### src/rtl/regfile_pkg.sv
// ---------------------------------------------------------------------------
// regfile_pkg -- byte-lane constant and helpers shared by the register file.
// Rev 1.0
// ---------------------------------------------------------------------------
`default_nettype none

package regfile_pkg;

  localparam int unsigned BYTE_W = 8;

  // One byte lane: keep the old byte unless this lane is enabled.
  function automatic logic [BYTE_W-1:0] be_merge(
    input logic [BYTE_W-1:0] old_b,
    input logic [BYTE_W-1:0] new_b,
    input logic              be
  );
    return be ? new_b : old_b;
  endfunction

  function automatic logic addr_ok(
    input int unsigned addr,
    input int unsigned depth,
    input bit          zero_reg
  );
    return (addr < depth) && !(zero_reg && (addr == 0));
  endfunction

endpackage

`default_nettype wire

### src/rtl/regfile_rd_port.sv
// ---------------------------------------------------------------------------
// regfile_rd_port -- one combinational read port with range, zero-reg and bypass priority.
// Rev 1.0
// ---------------------------------------------------------------------------
`default_nettype none

module regfile_rd_port
  import regfile_pkg::*;
#(
  parameter int unsigned WIDTH    = 32,
  parameter int unsigned AW       = 5,
  parameter int unsigned DEPTH    = 32,
  parameter bit          ZERO_REG = 1'b1,
  parameter bit          BYPASS   = 1'b1,
  localparam int unsigned NB      = WIDTH / BYTE_W
) (
  input  logic              rst_n_i,
  input  logic [AW-1:0]     addr_i,
  input  logic [WIDTH-1:0]  st_data_i,
  input  logic              st_busy_i,
  input  logic [AW-1:0]     waddr0_i,
  input  logic [WIDTH-1:0]  wdata0_i,
  input  logic [NB-1:0]     wbe0_i,
  input  logic [AW-1:0]     waddr1_i,
  input  logic [WIDTH-1:0]  wdata1_i,
  input  logic [NB-1:0]     wbe1_i,
  input  logic              alloc_valid_i,
  input  logic [AW-1:0]     alloc_reg_i,
  output logic [WIDTH-1:0]  data_o,
  output logic              busy_o
);

  logic             hit0;
  logic             hit1;
  logic [WIDTH-1:0] fwd;

  assign hit0 = BYPASS && (|wbe0_i) && (waddr0_i == addr_i);
  assign hit1 = BYPASS && (|wbe1_i) && (waddr1_i == addr_i);

  // Port 1 is applied last so it wins on overlapping bytes, matching the commit order.
  for (genvar b = 0; b < NB; b++) begin : g_byte
    assign fwd[b*BYTE_W +: BYTE_W] =
      be_merge(be_merge(st_data_i[b*BYTE_W +: BYTE_W], wdata0_i[b*BYTE_W +: BYTE_W],
                        hit0 && wbe0_i[b]),
               wdata1_i[b*BYTE_W +: BYTE_W], hit1 && wbe1_i[b]);
  end

  always_comb begin
    data_o = st_data_i;
    busy_o = st_busy_i;
    if (!rst_n_i || !addr_ok(32'(addr_i), DEPTH, ZERO_REG)) begin
      data_o = '0;
      busy_o = 1'b0;
    end else if (hit0 || hit1) begin
      data_o = fwd;
      busy_o = alloc_valid_i && (alloc_reg_i == addr_i);
    end
  end

endmodule

`default_nettype wire

### src/rtl/regfile_mp.sv
// ---------------------------------------------------------------------------
// regfile_mp -- multi-port register file with byte enables, bypass and pending scoreboard.
// Rev 1.0
// ---------------------------------------------------------------------------
`default_nettype none

module regfile_mp
  import regfile_pkg::*;
#(
  parameter int unsigned WIDTH    = 32,
  parameter int unsigned DEPTH    = 32,
  parameter int unsigned NUM_RD   = 2,
  parameter bit          ZERO_REG = 1'b1,
  parameter bit          BYPASS   = 1'b1,
  localparam int unsigned AW      = $clog2(DEPTH),
  localparam int unsigned NB      = WIDTH / BYTE_W
) (
  input  logic                    CLK,
  input  logic                    RST_N,
  input  logic [NUM_RD*AW-1:0]    RdAddr,
  output logic [NUM_RD*WIDTH-1:0] RdData,
  output logic [NUM_RD-1:0]       RdBusy,
  input  logic [AW-1:0]           WAddr0,
  input  logic [WIDTH-1:0]        WData0,
  input  logic [NB-1:0]           WBe0,
  input  logic [AW-1:0]           WAddr1,
  input  logic [WIDTH-1:0]        WData1,
  input  logic [NB-1:0]           WBe1,
  input  logic                    AllocValid,
  input  logic [AW-1:0]           AllocReg
);

  logic [WIDTH-1:0] regs_q [DEPTH];
  logic [WIDTH-1:0] regs_d [DEPTH];
  logic [DEPTH-1:0] pend_q;
  logic [DEPTH-1:0] pend_d;

  logic w0_ok;
  logic w1_ok;
  logic al_ok;

  assign w0_ok = (|WBe0) && addr_ok(32'(WAddr0), DEPTH, ZERO_REG);
  assign w1_ok = (|WBe1) && addr_ok(32'(WAddr1), DEPTH, ZERO_REG);
  assign al_ok = AllocValid && addr_ok(32'(AllocReg), DEPTH, ZERO_REG);

  for (genvar r = 0; r < DEPTH; r++) begin : g_reg
    logic h0;
    logic h1;
    logic ha;

    assign h0 = w0_ok && (WAddr0 == AW'(r));
    assign h1 = w1_ok && (WAddr1 == AW'(r));
    assign ha = al_ok && (AllocReg == AW'(r));

    for (genvar b = 0; b < NB; b++) begin : g_byte
      assign regs_d[r][b*BYTE_W +: BYTE_W] =
        be_merge(be_merge(regs_q[r][b*BYTE_W +: BYTE_W], WData0[b*BYTE_W +: BYTE_W],
                          h0 && WBe0[b]),
                 WData1[b*BYTE_W +: BYTE_W], h1 && WBe1[b]);
    end

    // A fresh alloc outranks a completing write: a newer producer now owns the register.
    assign pend_d[r] = ha | (pend_q[r] & ~(h0 | h1));
  end

  always_ff @(posedge CLK or negedge RST_N) begin
    if (!RST_N) begin
      for (int i = 0; i < int'(DEPTH); i++) begin
        regs_q[i] <= '0;
      end
      pend_q <= '0;
    end else begin
      for (int i = 0; i < int'(DEPTH); i++) begin
        regs_q[i] <= regs_d[i];
      end
      pend_q <= pend_d;
    end
  end

  for (genvar k = 0; k < NUM_RD; k++) begin : g_rd
    logic [AW-1:0]    addr;
    logic [WIDTH-1:0] st_data;
    logic             st_busy;

    assign addr    = RdAddr[k*AW +: AW];
    assign st_data = (32'(addr) < DEPTH) ? regs_q[addr] : '0;
    assign st_busy = (32'(addr) < DEPTH) ? pend_q[addr] : 1'b0;

    regfile_rd_port #(
      .WIDTH    (WIDTH),
      .AW       (AW),
      .DEPTH    (DEPTH),
      .ZERO_REG (ZERO_REG),
      .BYPASS   (BYPASS)
    ) u_rd_port (
      .rst_n_i       (RST_N),
      .addr_i        (addr),
      .st_data_i     (st_data),
      .st_busy_i     (st_busy),
      .waddr0_i      (WAddr0),
      .wdata0_i      (WData0),
      .wbe0_i        (WBe0),
      .waddr1_i      (WAddr1),
      .wdata1_i      (WData1),
      .wbe1_i        (WBe1),
      .alloc_valid_i (AllocValid),
      .alloc_reg_i   (AllocReg),
      .data_o        (RdData[k*WIDTH +: WIDTH]),
      .busy_o        (RdBusy[k])
    );
  end

endmodule

`default_nettype wire

### config.mk
export PLATFORM = sky130hd
export DESIGN_NAME = regfile_mp
export DESIGN_NICKNAME = d
export VERILOG_FILES = /design/src/rtl/regfile_pkg.sv /design/src/rtl/regfile_rd_port.sv /design/src/rtl/regfile_mp.sv
export SDC_FILE = /design/constraint.sdc
export NUM_CORES = 2
export LEC_CHECK = 0
export BUFFER_PORTS_ARGS = -buffer_cell sky130_fd_sc_hd__buf_2
export CORE_ASPECT_RATIO = 2
export CORE_MARGIN = 2
export CORE_UTILIZATION = 35
export CTS_CLUSTER_DIAMETER = 30
export CTS_CLUSTER_SIZE = 10
export DETAILED_ROUTE_END_ITERATION = 10
export GPL_ROUTABILITY_DRIVEN = 0
export GPL_TIMING_DRIVEN = 0
export HOLD_SLACK_MARGIN = 0.05
export SETUP_SLACK_MARGIN = 0.02
export SLEW_MARGIN = 20
export SYNTH_ARGS = -nofsm -noshare
export SYNTH_HDL_FRONTEND = slang
export SYNTH_SLANG_ARGS = --single-unit
### constraint.sdc
create_clock -name CLK -period 2.1 [get_ports CLK]
set_input_delay 0.21 -clock CLK [delete_from_list [all_inputs] [get_ports CLK]]
set_output_delay 0.21 -clock CLK [all_outputs]
set_load 0.05 [all_outputs]
# Word level (Yosys, flattened, before mapping)
# Cells that the tools add are included.
dict set report op_classes {
  n_addsub 0
  mul 0
  div_mod_pow 0
  magnitude_cmp 4
  eq_ne 99
  shift 0
  n_mux 290
  bitwise_logic 130
  reduce_logical 520
}
# op count
set op_table {}
lappend op_table {{$mux W8} 272}
lappend op_table {{$logic_and A1 B1 Y1} 377}
lappend op_table {{$bmux W32 S5} 2}
lappend op_table {{$mux W32} 8}
lappend op_table {{$reduce_bool A2 Y1} 128}
lappend op_table {{$eq A5 B5 Y1 const B} 48}
lappend op_table {{$eq A5 B4 Y1 const B} 24}
lappend op_table {{$or A1 B1 Y1} 64}
lappend op_table {{$eq A5 B3 Y1 const B} 12}
lappend op_table {{$and A1 B1 Y1} 32}
lappend op_table {{$not A1 Y1} 32}
lappend op_table {{$eq A5 B2 Y1 const B} 6}
lappend op_table {{$eq A5 B5 Y1} 6}
lappend op_table {{$logic_not A5 Y1} 5}
lappend op_table {{$eq A5 B1 Y1 const B} 3}
lappend op_table {{$ge A6 B6 Y1 const B} 2}
lappend op_table {{$lt A5 B6 Y1 const B} 2}
lappend op_table {{$not A5 Y6} 2}
lappend op_table {{$bmux W1 S5} 2}
lappend op_table {{$reduce_or A4 Y1} 2}
lappend op_table {{$mux W1} 6}
lappend op_table {{$logic_not A1 Y1} 4}
lappend op_table {{$logic_or A1 B1 Y1} 4}
dict set report totals {
  register_bits 1056
  latch_bits 0
  ram_bits 0
  mem_bits_ro 0
  out_inout_bits 66
  n_memories 0
}

# Logic depth before layout (Yosys ltp)
dict set report depth {
  depth_word 8
  mapped_depth 11
}

# Cells and area by module
# Synthesis repeated with hierarchy kept, for this count alone.
dict set report unflattened {
  cells_unflattened 7670
  area_unflattened_um2 70017.2
}
# mod instances cells_per_inst area_each_um2 seq_area_each_um2
set modules_own_cells {}
lappend modules_own_cells {regfile_mp 1 7278 67269.5 26425.3}
lappend modules_own_cells {regfile_rd_port 2 196 1373.8 0.0}

# Worst setup path after synthesis
# OpenSTA, ideal clock, no wires.
dict set report synth_path {
  path_type {input-to-output}
  start {input RdAddr[4]}
  end {output RdData[10]}
  arrival_ns 3.169
  t_required_ns 1.890
  setup_slack_ns -1.279
  cell_stages 8
  cell_sequence {clkbuf_1 > xor2_1 > nor3_1 > nand3_1 > clkbuf_1 > nand3b_1 > nor2_1 > nor4b_1}
}
dict set report synth_via {
  elab_chain_len 8
  elab_cells_between_ends 17
  cone_classes {eq/ne: 2; mux: 7; bitwise: 1; reduce/logical: 7}
}
# item line
set synth_lines {}
lappend synth_lines {{start, declared} regfile_mp.sv:20} ;# input logic [NUM_RD*AW-1:0] RdAddr,
lappend synth_lines {{$not A5 Y6 (not written as such)} regfile_mp.sv:86} ;# assign st_data = (32'(addr) < DEPTH) ? regs_q[addr] : '0;
lappend synth_lines {{$bmux W32 S5} regfile_mp.sv:86}
lappend synth_lines {{$mux W32 (not written as such) (2 in series)} regfile_mp.sv:86}
lappend synth_lines {{$mux W8 (2 in series)} regfile_pkg.sv:17} ;# return be ? new_b : old_b;
lappend synth_lines {{$mux W32} regfile_rd_port.sv:54} ;# end else if (hit0 || hit1) begin
lappend synth_lines {{$mux W32 (*)} regfile_rd_port.sv:51} ;# if (!rst_n_i || !addr_ok(32'(addr_i), DEPTH, ZERO_REG)) begin
lappend synth_lines {{end, declared} regfile_mp.sv:21} ;# output logic [NUM_RD*WIDTH-1:0] RdData,
# Mark *: on every way between the ends. The rest lies on a longest branch, timed or not. The select of a mux whose other input is x is not followed.

# Worst setup path in the final report
dict set report layout_path {
  start {input RdAddr[9]}
  end {output RdData[43]}
}
# The elaborated chain is that of the path after synthesis.

==> impl_results.md <==
- Post-route DRC: 4
- Synth cell count leaders: mux2i_1 (1,100), dfrtp_1 (1,056), nand2_1 (881)
- Crit-path max FO: 10
- Total grt overflow: 0
- Crit path capture: RdData[43]
- Average cell area after synthesis: between 10 and 15 um2
- Slew @ Worst Pin: 1.468 ns
- Share of layout cells above drive strength 1: 27.77%
- DR WL/cell: 32.99 um
- Critical Path RT: 1.89 ns
- Chip width: 314.6 um
- CTS Root Cell: clkbuf_16
- Worst setup path class: input pin to output pin
- Number of port buffers: 83
- Clock Sinks: 1,056
- Vias in the first global route: 60,694
- First-pass GRT wire length: 456.5 mm
- FMAX: 306.0 MHz
- Row count: 228
- Synth warn: 0
- Area post-placement: between 70,000 and 80,000 um2
- R2r setup slk: 0.72 ns
- RR Endpoint: pend_q[3]
- R2R depth: 4
- FF+latch count, synth: 1,056
- Cell mode on critical path: buf_6
- Setup Viol. Count Final: 148
- Via count: about 64,000
- Data arrival, critical path: 3.06 ns
- Slew HR: 2.136%
- Worst Setup SP: RdAddr[9]
- Synth area leaders: dfrtp_1 (39%), mux2i_1 (16%), mux4_2 (16%)
- Slew Limit Fails: 0
- Most common cell in the netlist: mux2i_1
- Setup Skew: 0 ns
- Outcome: complete, but fails checks
- CTS tree: done
- Fraction of registers with async set/reset: 100.0%
- Hold Crit Class: input pin to async pin
- Maximum VDD drop: 0.0009709 V
- RSZ-0062 raised after global routing: true
- Leak pwr: 38.43 nW
- Max-Cap Viols: 0
- Final net count: roughly 7,200
- IO Pins: 166
- TritonCTS Buffers: 224
- Final worst path period share: 155.6%
- Worst setup EP type: output pin
- Largest net degree at the start of global routing: 128
- Final HPWL from detailed placement: 241.5 mm
- Setup TNS: -65.58 ns
- Fin. Hold Viols: 0
- Failing checks: design-rule violations, negative setup slack
- Die Span Y: 625.2 um
- Worst r2r src: pend_q[3]
- Slowest CP cell: a311oi_4
- Core area: 192,300 um2
- Crit-path cells: buf_2, buf_6, nor2b_4, buf_4, nand2_1, clkbuf_2, o22ai_2, nor2_2, a222oi_1, a311oi_4, buf_6
- Clk Latency, worst-skew pair: around 0.86 ns
- Detail Route Antenna Nets: 0
- Yosys top cell area share: 39.12%
- Max clock buf depth: 3
- All-Layer GR Usage: 32.53%
- Crit start category: input pin
- Post-synth EDFFs: 0
- Top_reg_cell synth: dfrtp_1
- Mapped Cells: 6,570
- Clock slew at reported path FFs: 0.05 ns
- Fin area: ~87,000 um2
- Antenna violations before repair: 39
- Initial core utilization: 35.13%
- Post-synth cell types: 62
- Final worst slack: -1.168 ns
- H-tree lvl count: 4
- Mapped cell area: 67,540 um2
- Post-Route WL: 326.5 mm
- Initial drt markers: roughly 11,000
- Synth Net Count: ~6,700
- Pwr per Cell Area: roughly 1000 nW/um2
- Die area: 196,700 um2
- Layout area overhead: 29.23%
- Number of vias per cell: about 6.4
- Synth area leader: dfrtp_1
- CP max stage delay: 0.57 ns
- Register area share after synthesis: 39.12%
- Detailed Routing Iterations Pass 1: 11
- Final min period: 3.268 ns
-- layout make-up --
cell class | count | area [um2]
diodes | 33 | 82.58
plain buffers | 731 | 3933
clock buffers | 289 | 6170
clock inverters | 135 | 2057
fillers | 17842 | 105000
inverters | 5 | 18.77
multi-input cells | 4759 | 41390
flip-flops and latches | 1056 | 26430
well taps | 2530 | 3166
repair buffers | 360 | 4041
-- per-layer routing --
metal  vias to the layer above  global-route usage, %  wire length (um)
met1                     31479                  39.48            115600
met3                      1407                  14.13             45250
li1                      25467                      -                 -
met4                        46                  23.92             30840
met2                      5183                  45.41            134200
met5                         -                 0.2747               573
-- flip-flops by register name (all words and copies together), names as in the netlist --
register / cells
regs_q: 1024
pend_q: 32
-- how the worst min path moves through the flow --
stage                startpoint      endpoint  slack, ns
finish                    RST_N   regs_q[365]       0.07
floorplan                 RST_N     pend_q[0]      -0.09
CTS                  WData1[15]   regs_q[143]       0.05
global placement    regs_q[995]   regs_q[995]       0.45
global route              RST_N   regs_q[893]       0.09
detailed placement        RST_N  regs_q[1013]       0.07
-- power by group --
part / internal (mW) / switching [mW]
clock: 25.8 / 13.1
sequential: 25.6 / 4.60
combinational: 10.5 / 11.4
-- layout by cell type, fill, tap and decap left out, drive strengths merged, types with 36 or more instances in the layout --
cell type,instances
mux2i,1100
buf,544
nor3,59
clkinv,64
a21oi,283
dlygate4sd3,93
dfrtp,1056
o22ai,128
nand2,955
o21ai,863
bufinv,41
nand3,36
clkbuf,732
nor2,373
mux4,481
nor2b,45
-- per-stage QoR --
stage	util (%)	setup WS, ns	power [mW]	cells	hold slack [ns]
final	45.40	-1.168	90.93	9898	0.06525
after global placement	37.94	-26.70	48.27	9183	0.4541
after detailed placement	38.38	-2.688	48.96	9224	0.07328
after global routing	45.36	-1.104	93.31	9869	0.08538
after CTS	44.75	-1.023	89.35	9824	0.05016
after floorplan	-	-0.1715	42.17	6570	-0.08559
-- what timing repair did --
action / in CTS / in global routing
gates resized for setup: 557 / 242
cloned: 10 / 3
hold buffers: 108 / 0
pin swaps: 164 / 97
buffers inserted: 65 / 48
setup endpoints to repair: 619 / 1160
hold endpoints to repair: 686 / 0
-- critical path: cells and delay by family --
kind	cells	cell delay [ns]
and+or+nand+nor	3	0.51
AOI/OAI and AO/OA	3	0.88
buffers and inverters	5	1.42
-- cell families (layout without fill, tap and decap cells) --
group,Yosys count,in the layout,share of synthesized area [%]
mux,1587,1587,32.44
other cells,0,33,0
flops,1056,1056,39.12
xor+xnor,30,30,0.3890
buf+inv,755,1520,4.637
simple gates,1627,1627,10.66
compound gates,1515,1515,12.75
Note: power is estimated with default switching activity, not from simulation.
